File: src/rtl/tone_gen_if.sv
// Bundle of the tone generator's request and sample-stream signals.
// The requester drives start/config/hold as master; the generator is slave.
interface tone_gen_if;
    logic               start;
    logic        [3:0]  freq;
    logic signed [15:0] amp;
    logic        [3:0]  nframes;
    logic               hold;
    logic               data_valid;
    logic signed [15:0] data;
    logic               frame_start;
    logic               busy;
    logic               done;

    modport master (
        output start, freq, amp, nframes, hold,
        input  data_valid, data, frame_start, busy, done
    );

    modport slave (
        input  start, freq, amp, nframes, hold,
        output data_valid, data, frame_start, busy, done
    );
endinterface

File: src/rtl/tone_gen.sv
// Burst cosine tone generator: emits nframes frames of 16 samples of
// amp * cos(2*pi*k*n/16), with optional idle gap cycles between frames
// and a downstream hold that stalls generation without losing samples.
module tone_gen #(
    parameter int GAP_CYCLES = 1
) (
    input  logic       clk,
    input  logic       rst,
    tone_gen_if.slave  bus
);

    typedef enum logic [1:0] {S_IDLE, S_RUN, S_GAP, S_FIN} state_t;

    localparam logic [3:0] GAP_LOAD = (GAP_CYCLES > 0) ? 4'(GAP_CYCLES - 1) : 4'd0;

    state_t             r_state;
    logic        [3:0]  r_freq;
    logic signed [15:0] r_amp;
    logic        [3:0]  r_nframes;
    logic        [3:0]  r_frame;
    logic        [4:0]  r_n;        // next sample index; 16 marks "frame finished"
    logic        [3:0]  r_gap;
    logic signed [15:0] r_data;
    logic               r_valid;
    logic               r_fs;
    logic               r_done;

    logic               w_last_frame;
    logic signed [15:0] w_sample;
    logic signed [15:0] w_first;

    // Q1.14 cosine table, 16 points per period, symmetric about index 8
    function automatic logic signed [15:0] f_cos(input logic [3:0] idx);
        logic signed [15:0] c;
        case (idx)
            4'd0:          c = 16'sd16384;
            4'd1,  4'd15:  c = 16'sd15137;
            4'd2,  4'd14:  c = 16'sd11585;
            4'd3,  4'd13:  c = 16'sd6270;
            4'd4,  4'd12:  c = 16'sd0;
            4'd5,  4'd11:  c = -16'sd6270;
            4'd6,  4'd10:  c = -16'sd11585;
            4'd7,  4'd9:   c = -16'sd15137;
            default:       c = -16'sd16384;
        endcase
        return c;
    endfunction

    // Clamp a 32-bit signed value into the 16-bit sample range
    function automatic logic signed [15:0] f_sat(input logic signed [31:0] v);
        if (v > 32'sd32767)
            return 16'sh7fff;
        else if (v < -32'sd32768)
            return 16'sh8000;
        else
            return v[15:0];
    endfunction

    // One sample: (amp * C[(k*n) mod 16]) >>> 14, floor shift, then saturate
    function automatic logic signed [15:0] f_sample(input logic signed [15:0] a,
                                                    input logic [3:0] k,
                                                    input logic [3:0] n);
        logic        [3:0]  idx;
        logic signed [15:0] c;
        logic signed [31:0] a32;
        logic signed [31:0] c32;
        logic signed [31:0] prod;
        idx  = k * n;
        c    = f_cos(idx);
        a32  = {{16{a[15]}}, a};
        c32  = {{16{c[15]}}, c};
        prod = a32 * c32;
        return f_sat(prod >>> 14);
    endfunction

    assign w_last_frame = (r_frame == (r_nframes - 4'd1));
    assign w_sample     = f_sample(r_amp, r_freq, r_n[3:0]);
    assign w_first      = f_sample(bus.amp, bus.freq, 4'd0);

    assign bus.data_valid  = r_valid;
    assign bus.data        = r_data;
    assign bus.frame_start = r_fs;
    assign bus.done        = r_done;
    assign bus.busy        = (r_state != S_IDLE);

    // Burst FSM with registered sample, valid, frame_start and done outputs
    always_ff @(posedge clk or negedge rst) begin
        if (!rst) begin
            r_state   <= S_IDLE;
            r_freq    <= '0;
            r_amp     <= '0;
            r_nframes <= '0;
            r_frame   <= '0;
            r_n       <= '0;
            r_gap     <= '0;
            r_data    <= '0;
            r_valid   <= 1'b0;
            r_fs      <= 1'b0;
            r_done    <= 1'b0;
        end else begin
            r_done <= 1'b0;
            case (r_state)
                S_IDLE: begin
                    r_valid <= 1'b0;
                    r_fs    <= 1'b0;
                    r_data  <= '0;
                    if (bus.start) begin
                        r_freq    <= bus.freq;
                        r_amp     <= bus.amp;
                        r_nframes <= bus.nframes;
                        r_frame   <= '0;
                        r_state   <= S_RUN;
                        // Sample 0 straight from the inputs keeps first-sample latency at one cycle
                        if (!bus.hold) begin
                            r_data  <= w_first;
                            r_valid <= 1'b1;
                            r_fs    <= 1'b1;
                            r_n     <= 5'd1;
                        end else begin
                            r_n <= 5'd0;
                        end
                    end
                end
                S_RUN: begin
                    if (r_n == 5'd16) begin
                        // Frame complete; hold is irrelevant since nothing is being emitted
                        r_valid <= 1'b0;
                        r_fs    <= 1'b0;
                        r_data  <= '0;
                        r_n     <= 5'd0;
                        if (w_last_frame) begin
                            r_state <= S_FIN;
                            r_done  <= 1'b1;
                        end else begin
                            r_state <= S_GAP;
                            r_gap   <= GAP_LOAD;
                            r_frame <= r_frame + 4'd1;
                        end
                    end else if (bus.hold) begin
                        r_valid <= 1'b0;
                        r_fs    <= 1'b0;
                    end else begin
                        r_data  <= w_sample;
                        r_valid <= 1'b1;
                        r_fs    <= (r_n == 5'd0);
                        if (r_n == 5'd15) begin
                            if ((GAP_CYCLES == 0) && !w_last_frame) begin
                                r_n     <= 5'd0;
                                r_frame <= r_frame + 4'd1;
                            end else begin
                                r_n <= 5'd16;
                            end
                        end else begin
                            r_n <= r_n + 5'd1;
                        end
                    end
                end
                S_GAP: begin
                    r_valid <= 1'b0;
                    r_fs    <= 1'b0;
                    r_data  <= '0;
                    if (!bus.hold) begin
                        if (r_gap == 4'd0) begin
                            r_data  <= w_sample;
                            r_valid <= 1'b1;
                            r_fs    <= 1'b1;
                            r_n     <= 5'd1;
                            r_state <= S_RUN;
                        end else begin
                            r_gap <= r_gap - 4'd1;
                        end
                    end
                end
                S_FIN: begin
                    r_valid <= 1'b0;
                    r_fs    <= 1'b0;
                    r_data  <= '0;
                    r_state <= S_IDLE;
                end
                default: r_state <= S_IDLE;
            endcase
        end
    end

endmodule
File: src/flat_wrapper.sv
// flat-port wrapper written by rule: the top's interface ports become plain ports
module tone_gen_flat 
#(
    parameter int GAP_CYCLES = 1
)
  (clk, rst, bus_start, bus_freq, bus_amp, bus_nframes, bus_hold, bus_data_valid, bus_data, bus_frame_start, bus_busy, bus_done);
  tone_gen_if bus_i ();
  input  logic clk;
  input  logic rst;
  input wire logic [$bits(bus_i.start)-1:0] bus_start;
  input wire logic [$bits(bus_i.freq)-1:0] bus_freq;
  input wire logic [$bits(bus_i.amp)-1:0] bus_amp;
  input wire logic [$bits(bus_i.nframes)-1:0] bus_nframes;
  input wire logic [$bits(bus_i.hold)-1:0] bus_hold;
  output wire logic [$bits(bus_i.data_valid)-1:0] bus_data_valid;
  output wire logic [$bits(bus_i.data)-1:0] bus_data;
  output wire logic [$bits(bus_i.frame_start)-1:0] bus_frame_start;
  output wire logic [$bits(bus_i.busy)-1:0] bus_busy;
  output wire logic [$bits(bus_i.done)-1:0] bus_done;
  assign bus_i.start = bus_start;
  assign bus_i.freq = bus_freq;
  assign bus_i.amp = bus_amp;
  assign bus_i.nframes = bus_nframes;
  assign bus_i.hold = bus_hold;
  assign bus_data_valid = bus_i.data_valid;
  assign bus_data = bus_i.data;
  assign bus_frame_start = bus_i.frame_start;
  assign bus_busy = bus_i.busy;
  assign bus_done = bus_i.done;
  tone_gen #(.GAP_CYCLES(GAP_CYCLES)) u_core (.clk(clk), .rst(rst), .bus(bus_i));
endmodule
File: config.mk
export PLATFORM = sky130hd
export DESIGN_NAME = tone_gen_flat
export DESIGN_NICKNAME = d
export VERILOG_FILES = /design/src/rtl/tone_gen_if.sv /design/src/rtl/tone_gen.sv /design/src/flat_wrapper.sv
export SDC_FILE = /design/constraint.sdc
export NUM_CORES = 1
export LEC_CHECK = 0
export ABC_CLOCK_PERIOD_IN_PS = 13100
export BUFFER_PORTS_ARGS = -buffer_cell sky130_fd_sc_hd__buf_2
export CAP_MARGIN = 25
export CORE_MARGIN = 5
export CORE_UTILIZATION = 31
export DETAILED_ROUTE_END_ITERATION = 7
export SLEW_MARGIN = 40
export SYNTH_ARGS = -nofsm -noshare
export SYNTH_HDL_FRONTEND = slang
export SYNTH_SLANG_ARGS = --single-unit
File: constraint.sdc
create_clock -name clk -period 13.1 [get_ports clk]
set_input_delay 1.965 -clock clk [delete_from_list [all_inputs] [get_ports clk]]
set_output_delay 1.965 -clock clk [all_outputs]
set_load 0.1 [all_outputs]
==> run summary <==
n_diodes -> 0
clock skew -> 0.00581 ns
syn nets -> 1739
Yosys cell types -> 65
Crit path buffers/inverters -> 2
Reg-to-Reg End -> u_core.bus.data[10]$_DFFE_PN0N_
share of layout cells above drive strength 1 -> 8.89%
Routed WL per cell -> 16.7 um
Slew headroom -> 50.8%
top cells by area, synth -> fa_1 41%, dfrtp_1 11%, inv_1 10%
Die Y -> 213 um
depth of the worst register-to-register path -> 30
core outline area -> 0.0409 mm^2
Worst Hold Class -> flop to flop
Residual DRC -> 0
clock tree buffer depth -> 2
post-CTS sizing -> 0
crit path kind -> flop to flop
Cell Rows -> 74
clock latency on the worst-skew pair -> 0.33 ns
top-count cell post-synth -> inv_1
filler instances -> 4214
initial antenna violation count -> 1
first-pass GRT wire length -> 52900 um
Critical Path AT -> 10.62 ns
Crit-path slowest cell -> xnor2_1
largest net degree at the start of global routing -> 59
max-cap violations -> 0
# IOs -> 48
DP HPWL -> 26500 um
setup TNS -> 0 ns
Detailed Routing Iterations Pass 1 -> 5
area growth from synthesis to layout -> 8.82%
Cells after Synth -> 1352
Final period util -> 79.1%
Worst path max stage delay -> 0.60 ns
postcts setup bufs -> 0
Initial Utilization -> 31.4%
Ys Warns -> 0
register area share after synthesis -> 11.3%
status -> completed
vias in the first global route -> 9873
Final Hold Vio Count -> 0
post-synth top area share -> 40.6%
Clock Root Buffer -> clkbuf_16
Multi-input gate area -> 0.00997 mm^2
worst slew pin tran -> 0.734 ns
clk sinks -> 58
EDFF count, synth -> 0
CP endpoint kind -> flop
total routed wirelength -> 32000 um
unrepaired setup endpoints after global routing -> no
Yosys top cell by area -> fa_1
Max Clk Rate -> 96.5 MHz
Crit path depth -> 30
CTS H-tree lvls -> 3
async set-reset flop share out of synthesis -> 100%
crit path launch type -> flop
Vias/cell -> 4.73
reg2reg start -> u_core.r_n[1]$_DFFE_PN0P_
die area -> 0.0456 mm^2
TritonCTS buffer count -> 9
Iter 0 DRT Violations -> 445
hold_buf cts -> 0
crit path time final -> 10.36 ns
Max Slew Vio Count -> 0
I/O Buffers -> 47
post-synthesis register bit count -> 58
delay-heaviest family, CP -> adder cells
Critical Path Start -> u_core.r_n[1]$_DFFE_PN0P_
GRT Util Overall -> 14.7%
crit path max fanout -> 18
Most used DFF post-synth -> dfrtp_1
Post-synth top cells -> 341 x inv_1, 260 x fa_1, 126 x nand2_1
TritonCTS clock tree -> done
die width -> 213 um
Setup crit end -> u_core.bus.data[10]$_DFFE_PN0N_
Vias -> 9054
RePlAce Congestion -> 0.888
Req. time, crit path -> 13.36 ns
most frequent CP cell -> fa_1
Post-Synthesis Cell Area -> 0.0128 mm^2
Worst-path clk slew -> 0.05 ns
post-route ant nets -> 0
post-synthesis average cell area -> 9.49 um^2
total grt overflow -> 0
R2R Setup Slk -> 2.74 ns
Final nets -> 1765
register area -> 0.00145 mm^2
final setup fails -> 0
[through the flow]
step | instance area, um^2 | instances | utilization [%] | worst slack [ns] | hold WS, ns
3_3_place_gp | 13600 | 1899 | 33.3 | 2.62 | 0.482
3_5_place_dp | 13700 | 1899 | 33.4 | 2.87 | 0.493
6_report | 14000 | 1915 | 34.1 | 2.74 | 0.496
4_1_cts | 14000 | 1915 | 34.1 | 2.81 | 0.503
2_1_floorplan | 12800 | 1352 | - | 4.04 | 0.464
5_1_grt | 14000 | 1915 | 34.1 | 2.19 | 0.533
[worst min-delay path, stage by stage, from the launching register on]
cell and delay [ns]:
dfrtp_1 0.35, nand2_1 0.05, o31ai_1 0.06
[worst min-delay path by stage]
stage | startpoint | end | slack [ns] | cells past startpoint
after floorplan | u_core.r_gap[1]$_DFFE_PN0P_ | u_core.r_gap[1]$_DFFE_PN0P_ | 0.46 | 2
after global placement | u_core.r_gap[1]$_DFFE_PN0P_ | u_core.r_gap[1]$_DFFE_PN0P_ | 0.48 | 2
after detailed placement | u_core.r_gap[1]$_DFFE_PN0P_ | u_core.r_gap[1]$_DFFE_PN0P_ | 0.49 | 2
after CTS | u_core.r_gap[1]$_DFFE_PN0P_ | u_core.r_gap[1]$_DFFE_PN0P_ | 0.50 | 2
after global routing | u_core.bus.data[4]$_DFFE_PN0N_ | u_core.bus.data[4]$_DFFE_PN0N_ | 0.53 | 1
final | u_core.r_gap[1]$_DFFE_PN0P_ | u_core.r_gap[1]$_DFFE_PN0P_ | 0.50 | 2
[layout make-up]
cell class                      count  area share (%)
Inverter                          341            9.17
Multi-Input combinational cell    913            71.4
Clock buffer                       15            2.13
Timing Repair Buffer               55            2.14
Tap cell                          532            4.77
Clock inverter                      1          0.0358
Sequential cell                    58            10.4
[cells by family after synthesis]
group	count (synthesis)	share of synthesized area (%)
adders and majority gates	359	50.2
muxes	39	3.66
DFF	58	11.3
and+or+nand+nor	343	13.5
xor gates and xnor gates	37	2.58
AOI/OAI and AO/OA	135	7.46
buffers and inverters	381	11.3
[layer usage]
metal | track usage (%) | vias up | wire, um
met4 | 3.79 | 2 | 767
met1 | 19.8 | 4597 | 13600
met3 | 2.36 | 54 | 1620
met2 | 24.9 | 232 | 15900
li1 | - | 4169 | -
met5 | 0 | - | 18
[sequential cells by signal (all words and copies together) (netlist names)]
name                    count
u_core.bus.data            16
u_core.r_amp               16
u_core.r_n                  5
u_core.r_frame              4
u_core.r_freq               4
u_core.r_gap                4
u_core.r_nframes            4
u_core.r_state              2
u_core.bus.data_valid       1
u_core.bus.done             1
u_core.bus.frame_start      1
[cell usage in the layout, fill, tap and decap left out, types with 4 or more instances in the layout]
master,count
nand2_1,126
inv_1,341
and2_1,119
mux2_2,29
clkbuf_16,9
ha_1,99
mux2i_1,5
o32a_1,15
or2_2,5
nand4_1,5
and3_1,4
buf_4,7
nand2b_1,4
o22ai_1,4
clkbuf_8,5
nand3_1,16
o21ai_0,23
or3_1,4
fa_1,260
nor2b_1,5
buf_2,47
xor2_1,11
dfrtp_1,58
nor3_1,11
nor2_1,32
a21o_1,18
a211oi_1,5
a21oi_1,37
o21a_1,5
xnor2_1,25
Power is left out: the tool's default activity adds up to more than one toggle a clock period on the data nets, which glitch-free logic cannot reach.
